**src/rtl/scytale_decryption.sv**
```systemverilog
// -----------------------------------------------------------------------------
// scytale_decryption
//
// Collects a message of characters into a buffer until the start-decryption
// token arrives. It then replays the buffer in scytale order: output
// character k is buf[(k mod N)*M + (k div N)], using the key captured with
// the token. Indices at or past the stored length produce 0.
//
// Ports
//   clk     : single clock, rising edge
//   rst_n   : synchronous reset, active HIGH (asserted when 1)
//   data_i  : input character
//   valid_i : data_i qualifier (ignored while busy)
//   key_N   : number of columns, captured with the token
//   key_M   : number of rows, captured with the token
//   data_o  : decrypted character (holds its value while valid_o=0)
//   valid_o : data_o qualifier
//   busy    : high from the cycle after the token until output completes
// -----------------------------------------------------------------------------
module scytale_decryption #(
    parameter int                  D_WIDTH                = 8,
    parameter int                  KEY_WIDTH              = 8,
    parameter int                  MAX_NOF_CHARS          = 50,
    parameter logic [D_WIDTH-1:0]  START_DECRYPTION_TOKEN = 8'hFA
) (
    input  logic                 clk,
    input  logic                 rst_n,
    input  logic [D_WIDTH-1:0]   data_i,
    input  logic                 valid_i,
    input  logic [KEY_WIDTH-1:0] key_N,
    input  logic [KEY_WIDTH-1:0] key_M,
    output logic [D_WIDTH-1:0]   data_o,
    output logic                 valid_o,
    output logic                 busy
);

    // Character count needs to represent 0..MAX_NOF_CHARS inclusive.
    localparam int CNT_W   = $clog2(MAX_NOF_CHARS + 1);
    localparam int AW      = (MAX_NOF_CHARS > 1) ? $clog2(MAX_NOF_CHARS) : 1;
    // Wide enough that col*M + row never wraps for any key value, so an
    // oversized key can never alias back into the valid buffer range.
    localparam int IDX_MIN = $clog2(MAX_NOF_CHARS) + 1;
    localparam int IDX_W   = (IDX_MIN > 2 * KEY_WIDTH + 1) ? IDX_MIN : 2 * KEY_WIDTH + 1;

    typedef enum logic {
        COLLECT = 1'b0,
        EMIT    = 1'b1
    } state_t;

    state_t               state_q,   state_d;
    logic [CNT_W-1:0]     wr_cnt_q,  wr_cnt_d;
    logic [CNT_W-1:0]     out_cnt_q, out_cnt_d;
    logic [KEY_WIDTH-1:0] n_q,       n_d;
    logic [KEY_WIDTH-1:0] m_q,       m_d;
    logic [KEY_WIDTH-1:0] col_q,     col_d;     // k mod N
    logic [IDX_W-1:0]     row_q,     row_d;     // k div N
    logic [IDX_W-1:0]     base_q,    base_d;    // col * M, kept incrementally
    logic [D_WIDTH-1:0]   data_q,    data_d;
    logic                 valid_q,   valid_d;

    logic [D_WIDTH-1:0]   mem [MAX_NOF_CHARS];
    logic                 wr_en;
    logic                 token_seen;
    logic                 emit_more;
    logic [IDX_W-1:0]     rd_idx;
    logic                 rd_in_range;

    assign token_seen  = valid_i && (data_i == START_DECRYPTION_TOKEN);
    assign emit_more   = (out_cnt_q != wr_cnt_q);
    assign rd_idx      = base_q + row_q;
    assign rd_in_range = (rd_idx < IDX_W'(wr_cnt_q));

    // -------------------------------------------------------------------------
    // FSM: state register
    // -------------------------------------------------------------------------
    always_ff @(posedge clk) begin
        // NOTE: sequential state uses non-blocking assignments so every flop
        // samples the pre-edge values regardless of statement order.
        if (rst_n) begin
            state_q <= COLLECT;
        end else begin
            state_q <= state_d;
        end
    end

    // -------------------------------------------------------------------------
    // FSM: next-state logic
    // -------------------------------------------------------------------------
    always_comb begin
        // NOTE: a default assignment first keeps every path assigned, so no
        // latch is inferred.
        state_d = state_q;
        unique case (state_q)
            COLLECT: if (token_seen && (wr_cnt_q != '0)) state_d = EMIT;
            EMIT:    if (!emit_more)                     state_d = COLLECT;
            default: state_d = COLLECT;
        endcase
    end

    // -------------------------------------------------------------------------
    // FSM: output / datapath logic
    // -------------------------------------------------------------------------
    always_comb begin
        wr_cnt_d  = wr_cnt_q;
        out_cnt_d = out_cnt_q;
        n_d       = n_q;
        m_d       = m_q;
        col_d     = col_q;
        row_d     = row_q;
        base_d    = base_q;
        data_d    = data_q;
        valid_d   = 1'b0;
        wr_en     = 1'b0;

        unique case (state_q)
            COLLECT: begin
                if (token_seen) begin
                    // An empty message is ignored; counters stay as they are.
                    if (wr_cnt_q != '0) begin
                        n_d       = key_N;
                        m_d       = key_M;
                        col_d     = '0;
                        row_d     = '0;
                        base_d    = '0;
                        out_cnt_d = '0;
                    end
                end else if (valid_i && (wr_cnt_q < CNT_W'(MAX_NOF_CHARS))) begin
                    // Full buffer silently drops further characters.
                    wr_en    = 1'b1;
                    wr_cnt_d = wr_cnt_q + CNT_W'(1);
                end
            end

            EMIT: begin
                if (emit_more) begin
                    valid_d   = 1'b1;
                    data_d    = rd_in_range ? mem[rd_idx[AW-1:0]] : '0;
                    out_cnt_d = out_cnt_q + CNT_W'(1);
                    // Column walks 0..N-1; on wrap the row advances. This
                    // replaces k mod N / k div N without a divider.
                    if (col_q == n_q - KEY_WIDTH'(1)) begin
                        col_d  = '0;
                        base_d = '0;
                        row_d  = row_q + IDX_W'(1);
                    end else begin
                        col_d  = col_q + KEY_WIDTH'(1);
                        base_d = base_q + IDX_W'(m_q);
                    end
                end else begin
                    // Final busy cycle: drop the message.
                    wr_cnt_d = '0;
                end
            end

            default: ;
        endcase
    end

    always_ff @(posedge clk) begin
        if (rst_n) begin
            wr_cnt_q  <= '0;
            out_cnt_q <= '0;
            n_q       <= '0;
            m_q       <= '0;
            col_q     <= '0;
            row_q     <= '0;
            base_q    <= '0;
            data_q    <= '0;
            valid_q   <= 1'b0;
        end else begin
            wr_cnt_q  <= wr_cnt_d;
            out_cnt_q <= out_cnt_d;
            n_q       <= n_d;
            m_q       <= m_d;
            col_q     <= col_d;
            row_q     <= row_d;
            base_q    <= base_d;
            data_q    <= data_d;
            valid_q   <= valid_d;
        end
    end

    // NOTE: the message buffer is deliberately not reset; wr_cnt alone says
    // which entries are meaningful, and leaving it out keeps it a plain RAM.
    always_ff @(posedge clk) begin
        if (wr_en) begin
            mem[wr_cnt_q[AW-1:0]] <= data_i;
        end
    end

    assign data_o  = data_q;
    assign valid_o = valid_q;
    assign busy    = (state_q == EMIT);

endmodule
```
**config.mk**
```make
export PLATFORM = sky130hd
export DESIGN_NAME = scytale_decryption
export DESIGN_NICKNAME = d
export VERILOG_FILES = /design/src/rtl/scytale_decryption.sv
export SDC_FILE = /design/constraint.sdc
export NUM_CORES = 1
export LEC_CHECK = 0
export CORE_ASPECT_RATIO = 0.75
export CORE_MARGIN = 5
export CORE_UTILIZATION = 45
export DETAILED_ROUTE_END_ITERATION = 8
export SLEW_MARGIN = 20
export SYNTH_ARGS = -nofsm -noshare
export SYNTH_HDL_FRONTEND = slang
export SYNTH_SLANG_ARGS = --single-unit
```
**constraint.sdc**
```tcl
create_clock -name clk -period 6.05 [get_ports clk]
set_input_delay 1.21 -clock clk [delete_from_list [all_inputs] [get_ports clk]]
set_output_delay 1.21 -clock clk [all_outputs]
set_load 0.05 [all_outputs]
```
==> reports/results.ini <==
[finish]
syn_to_final_growth_pct=12.0
fin_util_pct=51.1
fill_cells=3743
nets=1386
final_area_um2=22900
layout-drive-gt1-share_pct=16.8

[power]
intPower_uw=5130
swShare_pct=20.7
pwr-share-clk_pct=42.5
finalPower_uw=6470
comb_power_share_pct=2.0
p_leak_uw=0.00750
power.switching_uw=1340
pwr_density_cell_nw_per_um2=283
peakVddDrop_mv=0.182
seqPwrFrac_pct=55.4

[route]
drc=0
drtIter0Drc=1199
vias=11359
firstDrtPassIters=5
drt-total-wl_um=48700
post_drt_via_cell_ratio=5.83
ant_nets=0
wl_per_cell_um=25.0

[sta]
rsz0062_at_grt=no
fmax_mhz=247
tns_ns=0
finalMaxSlewViolations=0
min_period_ns=4.05
worst_slew_pin_slew_ns=1.04
min_period_over_period_pct=66.9
whs_ns=0.488
skew_ns=0.0241
hold_violations=0
setup_viol=0
relSlewSlack_pct=30.6

[synthesis]
ys_seq_elements=480
synth_edf_count=400
yosys_most_used_dff=edfxtp_1
synth_warnings=0
syn_nets=1337
syn_avg_cell_area_um2=16.0
synth_cells=1273
synth-async-reset-ratio_pct=0
synthDistinctLibCells=64
netlist_area_um2=20400
yosysSeqAreaShare_pct=66.7

[global_routing]
grt_first_pass_wirelength_um=73200
grt_pass1_vias=11079
grt_antenna_before_repair=3
grt_max_degree=57
grt-ovfl-total=0
track_usage_pct=19.4

[floorplanning]
ioPinCount=37
die_x_um=256
die_area_um2=49700
num_rows=67
initial_core_util_pct=45.6
dieHeight_um=194
core-area_um2=44800

[clock_tree]
htree_levels=2
cts-hold-fix-buffers=0
cts_tree=yes
clk_path_buf_depth=3
clkSlewWorstSetupHoldPaths_ns=0.06
cts_buffers=46
clk-insertion-delay-late_ns=0.58
cts_root_buffer=clkbuf_16
cts_resized=0
post-cts-setup-buffers=0
clock_sinks=480

[placed_design]
place_area_um2=21400
gp_congestion=0.817
numPortBuffers=36
hpwl_um=32000

[worst_setup_path]
crit_path_start_kind=flop
arrival_ns=4.49
critPathCaptureType=flop
cp_max_fo=56
crit_start=row_q[0]
cp.required_ns=6.49
r2r_start=row_q[0]
path_class=reg2reg

[outcome]
status=finished, final reports clean

[min_path]
hold_start=data_o[4]
hold_class=reg2reg

[flow_run]
maxCapViolCount=0

placed cells by master, fill, tap and decap left out, drive strengths merged, types with 29 or more instances in the layout:
cell    count
o21ai      34
a21oi      48
edfxtp    400
xnor2      29
clkbuf     65
nor2      152
dfxtp      80
ha         35
inv        29
mux2i      36
mux4      120
nand2      55
final timing paths:
check	to	cells past startpoint	slack, ns
setup reg to reg	data_o[3]	10	2.00
hold / removal	data_o[4]	2	0.49
hold reg to reg	data_o[4]	2	0.49
setup / recovery	data_o[3]	10	2.00
metal layers:
layer / vias up / GRT usage, % / part of all wire [%]
li1: 5092 / - / -
met1: 5832 / 31.4 / 48
met2: 382 / 27.8 / 43
met3: 53 / 3.44 / 6.9
met4: 0 / 3.66 / 1.5
met5: - / 0 / 0
flip-flops by register name, summed over array words and instances (netlist names), 6 cells and up:
name / cells
out_cnt_q: 6
data_o: 8
col_q: 8
base_q: 17
mem: 400
n_q: 8
wr_cnt_q: 6
m_q: 8
row_q: 17
cells in the mapped netlist (all sizes together) (7+ instances only):
cell type,count,share of area [%]
o21ai,34,0.83
xor2,21,0.90
dfxtp,80,7.9
clkbuf,26,0.48
and2,9,0.28
inv,27,0.50
or3,9,0.28
nor2,152,2.8
a21oi,48,1.2
nand3,22,0.54
xnor2,29,1.2
a22oi,11,0.40
ha,35,2.1
nand2,55,1.0
and3,8,0.25
a211oi,7,0.26
a21o,11,0.40
buf,27,0.72
edfxtp,400,59
mux2i,36,1.8
nand4,18,0.55
mux4,120,13
nand2b,14,0.43
nor3,13,0.40
area by class of cell:
cell class	instances	area (µm²)	area share [%]
Tap cell	586	733	3.21
Multi-Input combinational cell	713	6480	28.4
Antenna cell	1	2.50	0.0109
Sequential cell	480	13600	59.6
Clock inverter	21	163	0.712
Timing Repair Buffer	54	495	2.17
Inverter	27	101	0.443
Clock buffer	65	1260	5.53
power groups by stage:
stage / Sequential (µW) / Combinational [µW] / Clock (µW)
floorplan: 3660 / 40.5 / 0
global placement: 3660 / 132 / 0
detailed placement: 3660 / 133 / 0
CTS: 3590 / 133 / 2810
global route: 3590 / 142 / 2950
finish: 3590 / 132 / 2750
critical path: stages, from the launching register on:
cell and delay (ns):
dfxtp_1 0.46, ha_4 0.18, inv_1 0.05, fa_4 1.25, buf_12 0.37, mux4_2 0.42, mux4_2 0.49, mux2i_1 0.35
nor2_1 0.08, a21oi_1 0.12, o21ai_0 0.08
logic make-up (layout without fill, tap and decap cells):
| logic type | after synthesis | count (layout) | share of synthesized area, % |
|---|---|---|---|
| AOI/OAI and AO/OA | 147 | 147 | 4.58 |
| xor gates and xnor gates | 50 | 50 | 2.15 |
| adders and majority gates | 37 | 37 | 2.34 |
| buffers and inverters | 80 | 167 | 1.70 |
| DFF | 480 | 480 | 66.7 |
| muxes | 156 | 156 | 15.0 |
| other | 0 | 1 | 0 |
| and+or+nand+nor | 323 | 323 | 7.47 |
through the flow:
stage          std cells  setup slack [ns]
2_1_floorplan       1273              2.68
3_3_place_gp        1859              1.84
3_5_place_dp        1859              1.84
4_1_cts             1945              1.92
5_1_grt             1946              1.80
6_report            1947              2.00
Power figures use the tool's default switching activity.
